**config.mk**
```make
export PLATFORM = sky130hd
export DESIGN_NAME = cpu_phase_gen
export DESIGN_NICKNAME = d
export VERILOG_FILES = /design/src/rtl/cpu_phase_gen.sv
export SDC_FILE = /design/constraint.sdc
export NUM_CORES = 1
export LEC_CHECK = 0
export ABC_AREA = 1
export CORE_MARGIN = 2
export CORE_UTILIZATION = 25
export DETAILED_ROUTE_END_ITERATION = 12
export GPL_ROUTABILITY_DRIVEN = 0
export HOLD_SLACK_MARGIN = 0.06
export SLEW_MARGIN = 10
export SYNTH_ARGS = -nofsm -noshare
export SYNTH_HDL_FRONTEND = slang
export SYNTH_SLANG_ARGS = --single-unit
export TNS_END_PERCENT = 20
```
**constraint.sdc**
```tcl
create_clock -name Clk -period 4 [get_ports Clk]
set_clock_uncertainty 0.15 [all_clocks]
set_input_delay 0.4 -clock Clk [delete_from_list [all_inputs] [get_ports Clk]]
set_output_delay 0.4 -clock Clk [all_outputs]
set_load 0.05 [all_outputs]
```
**src/rtl/cpu_phase_gen.sv**
```systemverilog
// cpu_phase_gen: single-clock run/pause/step phase generator producing per-channel clock-enable strobes
module cpu_phase_gen #(
    parameter int NUM_CH = 2,
    parameter int CNT_W = 8,
    parameter int DEF_PERIOD = 2
) (
    input  logic              Clk,
    input  logic              Reset,
    input  logic              run,
    input  logic              step,
    input  logic              clear,
    input  logic              cfg_we,
    input  logic [2:0]        cfg_ch,
    input  logic [CNT_W-1:0]  cfg_period,
    input  logic [CNT_W-1:0]  cfg_phase,
    output logic [NUM_CH-1:0] ch_en,
    output logic              step_done,
    output logic              running,
    output logic [31:0]       cycle_cnt
);
    localparam logic [1:0] IDLE = 2'd0, RUN = 2'd1, PAUSE = 2'd2, STEP = 2'd3;
    localparam logic [CNT_W-1:0] ONE = CNT_W'(1);
    localparam logic [CNT_W-1:0] DEF = CNT_W'(DEF_PERIOD);
    logic [1:0] state, nextState;
    logic stepPrev, stepEdge, active, wrHit;
    logic [CNT_W-1:0] cnt [NUM_CH];
    logic [CNT_W-1:0] period [NUM_CH];
    logic [CNT_W-1:0] phase [NUM_CH];
    logic [CNT_W-1:0] shPeriod [NUM_CH];
    logic [CNT_W-1:0] shPhase [NUM_CH];
    logic [NUM_CH-1:0] pend, wrap;
    logic [CNT_W-1:0] wrPeriod, wrPhase;
    assign stepEdge = step & ~stepPrev;
    assign active = (state == RUN) || (state == STEP);
    assign wrPeriod = (cfg_period == '0) ? ONE : cfg_period;
    assign wrPhase = (cfg_phase >= wrPeriod) ? wrPeriod - ONE : cfg_phase;
    assign wrHit = cfg_we && (32'(cfg_ch) < NUM_CH);
    for (genvar i = 0; i < NUM_CH; i++) begin : gWrap
        assign wrap[i] = cnt[i] == period[i] - ONE;
    end
    // next state: clear beats run, run beats step; a step lasts one cycle then pauses
    always_comb
        nextState = clear ? IDLE :
                    (state == RUN) ? (run ? RUN : PAUSE) :
                    (state == STEP) ? PAUSE :
                    run ? RUN :
                    stepEdge ? STEP : state;
    // control state, step edge history and status outputs
    always_ff @(posedge Clk or posedge Reset) begin
        if (Reset) begin
            state <= IDLE;
            stepPrev <= 1'b1;
            running <= 1'b0;
            step_done <= 1'b0;
            cycle_cnt <= '0;
        end else begin
            state <= nextState;
            stepPrev <= step;
            running <= nextState == RUN;
            step_done <= !clear && state == STEP;
            cycle_cnt <= clear ? '0 : active ? cycle_cnt + 32'd1 : cycle_cnt;
        end
    end
    // per-channel counters, strobes and shadowed configuration taking effect on wrap
    always_ff @(posedge Clk or posedge Reset) begin
        if (Reset) begin
            ch_en <= '0;
            pend <= '0;
            for (int i = 0; i < NUM_CH; i++) begin
                cnt[i] <= '0;
                period[i] <= DEF;
                phase[i] <= '0;
                shPeriod[i] <= DEF;
                shPhase[i] <= '0;
            end
        end else begin
            for (int i = 0; i < NUM_CH; i++) begin
                ch_en[i] <= !clear && active && cnt[i] == phase[i];
                if (clear || (active && wrap[i])) begin
                    cnt[i] <= '0;
                    if (pend[i]) begin
                        period[i] <= shPeriod[i];
                        phase[i] <= shPhase[i];
                        pend[i] <= 1'b0;
                    end
                end else if (active) begin
                    cnt[i] <= cnt[i] + ONE;
                end
                if (wrHit && 32'(cfg_ch) == i) begin
                    if (clear || state == IDLE) begin
                        period[i] <= wrPeriod;
                        phase[i] <= wrPhase;
                    end else begin
                        shPeriod[i] <= wrPeriod;
                        shPhase[i] <= wrPhase;
                        pend[i] <= 1'b1;
                    end
                end
            end
        end
    end
endmodule

```
==> impl_metrics.toml <==
[run_status]
status = "finished, final reports clean"

[global_routing]
track_usage = 0.143
grt_start_max_net_pins = 65
grt_pass1_vias = 6921
grt_pass1_wl_um = 35400
antenna_found_initial = 0
grt_remaining_overflow = 0

[setup_path]
critPathCaptureType = "flop"
cp_top_family = "simple AND/OR/NAND/NOR gates"
crit_top_cell = "nand2_1"
critPathRequiredTime_ns = 4.15
crit_chain = "clkdlybuf4s50_1 > inv_1 > nand2_1 > nor2_1 > nand3_1 > nand2_1 > ha_1 > nor2_1 > o21ai_0 > nand2_1 > nand2_1 > nand3_1 > o21ai_0 > or2_2 > nand2_1"
critPathBufInv = 2
cp_slowest_cell = "o21ai_0"
worstSetupPathType = "input pin to flop"
arrival_ns = 3.26
start_kind = "input pin"
max_stage_delay_ns = 0.55
cp_max_fo = 12

[power]
clockPowerShare = 0.397
power_frac_comb = 0.202
power_density_nw_per_um2 = 426
switchingPower_w = 0.00124
pwr-share-seq = 0.401
p_leak_nw = 4.15
switching_share = 0.322
ir_drop_uv = 252
intPower_w = 0.00261

[hold_path]
hp-class = "input pin to asynchronous set/reset pin"

[final_layout]
fin_area_um2 = 9030
fin_cells = 1520
fillers = 3217
final_common_cell = "nand2_1"
diodes = 0
drive_above_1_share = 0.0726
layout_common_cells = "nand2_1 (346), dfrtp_1 (116), inv_1 (113), nand3_1 (105), nor2_1 (86)"
nets = 1157
areaGrowthSynthToFinish_pct = 21.6

[timing]
slew_headroom = 0.500
final.min_clock_period_ns = 3.11
drv_slew = 0
rsz0062_at_grt = "no"
setup_viol = 0
setup_tns_ns = 0
finalHoldViolCount = 0
fin_hold_ws_ns = 0.233
fin_crit_sh = 0.777
worst_pin_slew_ns = 0.748
fmax_mhz = 322
postLayoutSetupSlackWorst_ns = 0.894

[placement]
hpwl_um = 15700
placedCellCount = 1489
port_buffers = 60
dpl-instance-area_um2 = 8460
dpl_worst_slack_ns = 0.511

[run]
maxCapViolCount = 0

[yosys]
syn-num-nets = 1099
netlist_area_um2 = 7430
ys_seq_area_frac = 0.408
ys_warn_count = 0
yosysUniqueCellTypes = 41
synth-async-reset-ratio = 1.00
yosys.area.top_type_share = 0.391
syn_inst = 1060
postSynthAreaPerCell_um2 = 7.01
ys.flop_type = "dfrtp_1"
synth_edf_count = 0
synth_top_area_cell = "dfrtp_1"
synth-seq-cells = 121
synth_area_leaders = "dfrtp_1 (39%), nand2_1 (17%), nand3_1 (7.1%)"

[clock_network]
h-tree-depth = 4
cts_resized = 0
root_buffer = "clkbuf_16"
hold_buffers = 0
path_clk_slew_ns = 0.06
clkLatencyLatePin_ns = 0.42
cts_setup_buffers = 0
cts_sinks = 121
cts_buffers = 17
cts_tree = "yes"
clockBufferDepth = 2

[drt]
drt_first_pass_iters = 4
postRouteAntennaNets = 0
wirelength_um = 21300
num_vias = 7101
drc = 0
drt_iter0_drc = 552
via_per_inst = 4.67
wl_per_cell_um = 14.0

[floorplanning]
boundaryPins = 61
core_um2 = 29500
dieWidth_um = 176
core.rowCount = 63
die_area_um2 = 31100
start_util = 0.252
die_h_um = 176
[synth_stat cells, types with 8 or more instances]
library cell  instances
nor2_1               86
a21oi_1              24
dfrtp_1             116
clkbuf_1             18
nand2_1             346
nand3_1             105
xnor2_1              11
xor2_1               19
nand4_1              19
ha_1                 14
nor2_2               14
a31oi_1               8
inv_1               114
nor3_1               22
inv_2                 8
o21ai_0              74
[layer usage]
layer / routed length [µm] / up-vias / track usage
li1: - / 3531 / -
met1: 10400 / 3368 / 0.194
met2: 9500 / 180 / 0.227
met3: 1050 / 22 / 0.0280
met4: 349 / 0 / 0.0455
met5: 0 / - / 0
[sequential cells by signal (all words and copies together) (netlist names)]
name and count:
shPhase 16, shPeriod 16, pend 2, state 2
cycle_cnt 32, running 1, step_done 1, ch_en 2
period 16, stepPrev 1, phase 16, cnt 16
[final timing paths]
path,cells past startpoint,to,start,slack (ns)
setup / recovery,15,phase[0],cfg_period[3],0.89
min in group Clk,1,stepPrev,step,0.28
max in group asynchronous,3,period[9],Reset,2.70
setup reg to reg,8,phase[7],state[0],1.22
hold / removal,2,cycle_cnt[13],Reset,0.23
hold reg to reg,2,shPhase[10],shPhase[10],0.34
[final cells by class]
class	instances	area, µm²	share of cell area
Clock inverter	13	145	0.0161
Sequential cell	121	3030	0.336
Clock buffer	18	429	0.0475
Tap cell	390	488	0.0540
Timing Repair Buffer	71	696	0.0770
Multi-Input combinational cell	782	3770	0.417
Inverter	125	472	0.0522
[cell families (layout without fill, tap and decap cells)]
logic type,Yosys count,after routing,synth area share
AO/OA/AOI/OAI,126,126,0.0937
buffers and inverters,157,227,0.0844
AND/OR/NAND/NOR,612,612,0.355
XOR/XNOR,30,30,0.0354
flip-flops,121,121,0.408
adder cells (fa/ha/maj),14,14,0.0236
[per-stage QoR]
| stage | power (W) | utilization |
|---|---|---|
| floorplan | 0.00211 | - |
| CTS | 0.00387 | 0.306 |
| global placement | 0.00232 | 0.287 |
| finish | 0.00385 | 0.306 |
| detailed placement | 0.00234 | 0.287 |
| global route | 0.00407 | 0.306 |
[power groups by stage]
stage               sequential, W  clock [W]  combinational [W]
CTS                       0.00154    0.00156           0.000778
floorplan                 0.00152          0           0.000593
global placement          0.00156          0           0.000756
finish                    0.00154    0.00153           0.000775
detailed placement        0.00156          0           0.000775
global route              0.00156    0.00160           0.000908
Note: power is estimated with default switching activity, not from simulation.
